<file path="src/rtl/inst_fetch_v2.sv">
// Instruction sequencer: holds each stored word on INST for HOLD_CYCLES clocks; first word one cycle after run, stall freezes.
// Optional sentinel halt on 32'hFFFF_FFFF is enabled by defining IFETCH_HALT_EN.
module inst_fetch_v2 #(
   parameter int DEPTH_LOG2  = 6,
   parameter int HOLD_CYCLES = 2
) (
   input  logic                  CLK,
   input  logic                  RST,
   input  logic                  load_en,
   input  logic [DEPTH_LOG2-1:0] load_addr,
   input  logic [31:0]           load_data,
   input  logic                  run,
   input  logic                  stall,
   input  logic                  redirect_en,
   input  logic [DEPTH_LOG2-1:0] redirect_addr,
   output logic [31:0]           INST,
   output logic [DEPTH_LOG2-1:0] pc,
   output logic                  inst_valid,
   output logic                  issue,
   output logic                  halted
);

   localparam logic [3:0]  CNT_RELOAD = 4'(HOLD_CYCLES - 1);
   localparam logic [31:0] SENTINEL   = 32'hFFFF_FFFF;

   typedef enum logic [1:0] {IDLE, HOLD, HALT} state_t;

   state_t                state_q, state_n;
   logic [31:0]           inst_q, inst_n;
   logic [DEPTH_LOG2-1:0] pc_q, pc_n;
   logic [3:0]            cnt_q, cnt_n;
   logic                  issue_q, issue_n;

   logic [31:0]           mem [2**DEPTH_LOG2];
   logic [DEPTH_LOG2-1:0] fetch_addr;
   logic [31:0]           fetch_word;
   logic                  fetch_halt;

   // Program store survives reset; writable only while idle and not running.
   always_ff @(posedge CLK) begin
      if (state_q == IDLE && load_en && !run)
         mem[load_addr] <= load_data;
   end

   assign fetch_addr = (state_q == IDLE) ? '0
                     : (redirect_en ? redirect_addr : pc_q + 1'b1);
   assign fetch_word = mem[fetch_addr];
`ifdef IFETCH_HALT_EN
   assign fetch_halt = (fetch_word == SENTINEL);
`else
   assign fetch_halt = 1'b0;
`endif

   always_ff @(posedge CLK or negedge RST) begin
      if (!RST) begin
         state_q <= IDLE;
         inst_q  <= '0;
         pc_q    <= '0;
         cnt_q   <= '0;
         issue_q <= 1'b0;
      end else begin
         state_q <= state_n;
         inst_q  <= inst_n;
         pc_q    <= pc_n;
         cnt_q   <= cnt_n;
         issue_q <= issue_n;
      end
   end

   always_comb begin
      state_n = state_q;
      inst_n  = inst_q;
      pc_n    = pc_q;
      cnt_n   = cnt_q;
      issue_n = 1'b0;
      if (!run) begin
         state_n = IDLE;
         inst_n  = '0;
         pc_n    = '0;
         cnt_n   = '0;
      end else begin
         case (state_q)
            IDLE, HOLD: begin
               // A fetch happens on start from IDLE or at an unstalled hold boundary.
               if (state_q == IDLE || (!stall && cnt_q == 4'd0)) begin
                  pc_n = fetch_addr;
                  if (fetch_halt) begin
                     state_n = HALT;
                     inst_n  = '0;
                     cnt_n   = '0;
                  end else begin
                     state_n = HOLD;
                     inst_n  = fetch_word;
                     cnt_n   = CNT_RELOAD;
                     issue_n = 1'b1;
                  end
               end else if (!stall) begin
                  cnt_n = cnt_q - 4'd1;
               end
            end
            default: ;
         endcase
      end
   end

   assign INST       = inst_q;
   assign pc         = pc_q;
   assign issue      = issue_q;
   assign inst_valid = (state_q == HOLD);
`ifdef IFETCH_HALT_EN
   assign halted     = (state_q == HALT);
`else
   assign halted     = 1'b0;
`endif

endmodule

</file>
<file path="config.mk">
export PLATFORM = sky130hd
export DESIGN_NAME = inst_fetch_v2
export DESIGN_NICKNAME = d
export VERILOG_FILES = /design/src/rtl/inst_fetch_v2.sv
export SDC_FILE = /design/constraint.sdc
export NUM_CORES = 2
export LEC_CHECK = 0
export BUFFER_PORTS_ARGS = -buffer_cell sky130_fd_sc_hd__buf_4
export CORE_AREA = 2 2 404 406
export DETAILED_ROUTE_END_ITERATION = 16
export DIE_AREA = 0 0 406 408
export GPL_TIMING_DRIVEN = 0
export PLACE_DENSITY = 0.71
export SYNTH_ARGS = -nofsm -noshare
export SYNTH_HDL_FRONTEND = slang
export SYNTH_SLANG_ARGS = --single-unit
</file>
<file path="constraint.sdc">
create_clock -name CLK -period 4.4 [get_ports CLK]
set_clock_uncertainty 0.2 [all_clocks]
set_input_delay 0.44 -clock CLK [delete_from_list [all_inputs] [get_ports CLK]]
set_output_delay 0.44 -clock CLK [all_outputs]
set_load 0.01 [all_outputs]
</file>
==> run metrics <==
status finished with violations; failing checks negative hold slack, max-capacitance violations, max-slew violations, negative setup slack; Synth Flop Type edfxtp_1; DR pass1 iterations 7; Yosys cell types 84; largest net degree at the start of global routing 65; DR WL/cell 40.7 um; fin cells around 7,700; met3 GRT Util 0.154; RSZ-0062 raised after global routing true; final setup margin -426 ps; drt drc 0; DIE AREA 0.166 mm2; Psw 0.0104 W; Core Rows 148; Placed Cells around 7,200; Ports 91; WP data required 4920 ps; gr ovfl total 0; grt met1 use 0.480; Syn Area/Cell 16.9 um2; Initial DRC Count around 11,000; IO Port Bufs 85; max frequency 207 MHz; total negative slack -13,120 ps; cell internal pwr 0.0322 W; Post-DP HPWL roughly 200,000 um; ANT nets after route 0; reported max-cap violation count 2; Starting Density 0.505; async set-or-reset flop fraction in the synthesized netlist 0.0210; CTS buffer count 201; drt total wl 313,000 um; Mapped Nets 4,896; gpl congestion 1.01; H-tree depth 4; CP Buf/Inv Count 2; min cycle time layout between 4000 and 5000 ps; Reg power frac 0.517; met2 Usage GRT 0.512; first-pass GRT wire length 414,000 um; Worst setup SP type register; part of the power in the clock network 0.396; CTS clk-pin slew, worst paths 60 ps; flops & latches, synth approximately 2,100; pwr dens 449 mW/mm2; drt via density approximately 7.0; overall global routing resource usage 0.372; Core Box Area 0.162 mm2; Most Used Layer, Global Route met2; final hold vios 8; delay-heaviest family, CP compound AO/OA/AOI/OAI gates; total power between 0.04 and 0.05 W; Slew Viols, Final 13; critical path class reg2reg; Least-Margin Pin Slew 1570 ps; die width 406 um; Relative slew margins -0.0484; synthesized area 0.0817 mm2; clk buf depth 3; Logic pwr share 0.087; CP Cell Sequence ha_1 > mux2_4 > buf_6 > buf_1 > and3_1 > a211oi_1 > a21oi_1 > a22oi_1 > a31oi_1 > a2111o_1; WP data arrival 5340 ps; Final setup viols about 160; worst min-delay path class in2reg; Net Sw Frac 0.245; worst hold slack -10.0 ps; crit-path max FO 10; number of flops mapped to enable cells by yosys 2,048; LEAKAGE 31.1 nW; CP max stage cell buf_1; Final #Nets ~5,400; clk root buf clkbuf_16; VDD IR-drop max 0.477 mV; Die Height 408 um; crit end category register; worst skew pair latency 870 ps; sequential area share after synthesis 0.766; CTS tree done; Yosys warnings 0; DR vias 54,027; clk sinks 2,092; Tcrit/Tclk final 1.10; post-synthesis cell count between 4,000 and 5,000; Layout area overhead 16.3%; CP max stage delay 650 ps; antenna violations before repair 19; vias in the first global route 50,131; layout cell share with drive strength beyond 1 0.196
-- kinds of logic (layout without fill, tap and decap cells) --
logic type / Yosys count / after routing / synth area share
AOI/OAI and AO/OA: 828 / 828 / 0.0717
xor gates and xnor gates: 5 / 5 / 0.000536
adders and majority gates: 2 / 2 / 0.000306
buffers and inverters: 339 / 1005 / 0.0212
DFF: 2092 / 2092 / 0.766
muxes: 320 / 320 / 0.0704
other: 1 / 11 / 0.0000459
and+or+nand+nor: 1257 / 1258 / 0.0694
-- per-layer routing --
layer / routed length, um / share of wire
met1: 102000 / 0.33
met2: 128000 / 0.41
met3: 54800 / 0.18
met4: 28200 / 0.090
met5: 179 / 0.00057
-- cell type report --
cell class,count,area (um2)
multi-input combinational,2414,18000
clock buffer,274,5480
clock inverter,103,842
tap,2175,2720
buffer,328,1820
timing repair buffer,294,3470
inverter,6,22.5
sequential,2092,62600
antenna,10,25.0
fill,11622,66700
-- placed cells by master (no fill, tap or decap), drive strengths merged, types with 25 or more instances in the layout --
cell	n
a31oi	147
nand2	715
clkinv	84
a211oi	171
mux4	203
a21oi	113
buf	459
nand3	227
o22ai	58
o211ai	25
nor2	90
and3	147
a311oi	58
clkbuf	409
dfrtp	44
edfxtp	2048
mux2i	114
dlygate4sd3	25
o21ai	34
a22oi	122
-- power by group through the flow --
stage,registers [W],clock network [W],logic (W)
after floorplan,0.0224,0,0.00155
after global placement,0.0224,0,0.00331
after detailed placement,0.0224,0,0.00338
after CTS,0.0220,0.0168,0.00344
after global routing,0.0220,0.0175,0.00366
final,0.0220,0.0169,0.00370
-- sequential cells by signal, indices dropped and copies added (netlist names) --
register,count
cnt_q,4
issue,1
mem,2048
INST,32
state_q,1
pc,6
-- worst paths after layout --
path | slack [ps] | startpoint | endpoint | depth (start not counted)
worst max-delay path | -430 | pc[0]$_DFFE_PN0P_ | INST[11]$_DFFE_PN0P_ | 10
worst min-delay path | -10 | load_data[1] | mem[46][1]$_DFFE_PP_ | 1
worst max register to register | -430 | pc[0]$_DFFE_PN0P_ | INST[11]$_DFFE_PN0P_ | 10
worst min register to register | 370 | cnt_q[3]$_DFFE_PN0P_ | cnt_q[3]$_DFFE_PN0P_ | 2
max in group asynchronous | 3180 | RST | pc[3]$_DFFE_PN0P_ | 2
min in group asynchronous | 70 | RST | INST[13]$_DFFE_PN0P_ | 2
-- what timing repair did --
action                     in CTS  in global routing
setup endpoints to repair    1173                619
cloned                          1                  0
pin swaps                      40                 19
hold buffers                   23                  2
setup buffers                  72                 44
hold endpoints to repair      588                  5
resized for setup              78                 43
-- synth_stat cells, drive strengths merged, types with 3 or more instances --
cell type  instances  share of area
nor2b              7        0.00066
a22o               4        0.00043
clkbuf           129         0.0059
nand2b             8        0.00061
edfxtp          2048           0.75
o32a               6        0.00074
nand3b             3        0.00028
a31oi            147          0.011
nand3            227          0.014
mux2i            114          0.014
and3             147          0.011
nor2              89         0.0042
inv                6        0.00028
a21o               7        0.00064
a211oi           171          0.016
a311oi            58         0.0062
dfrtp             44          0.013
a32oi             15         0.0016
o22ai             58         0.0044
a221oi            12         0.0013
o311ai             3        0.00054
o211ai            25         0.0023
xnor2              3        0.00032
a22oi            122          0.011
and2               5        0.00041
a21oi            113         0.0069
nand2            715          0.033
or4               18         0.0017
a211o              8        0.00086
nor3               9        0.00075
buf              204          0.015
a31o               4        0.00043
nand4             14         0.0011
a2111oi            8         0.0011
o21ai             34         0.0021
nor4               6        0.00064
mux2               3        0.00046
a311o              6        0.00074
o2111ai            6        0.00072
o211a              4        0.00049
mux4             203          0.056
-- metrics by stage --
stage,hold slack (ps),area (um2),utilization,setup WS [ps]
6_report,-10.0,95000,0.588,-426
3_5_place_dp,351,86900,0.538,-1140
4_1_cts,2.98,94500,0.584,0.134
5_1_grt,7.19,95000,0.587,-190
3_3_place_gp,326,85000,0.526,-4340
2_1_floorplan,-55.6,81700,-,267
(Power assumes the default switching activity.)
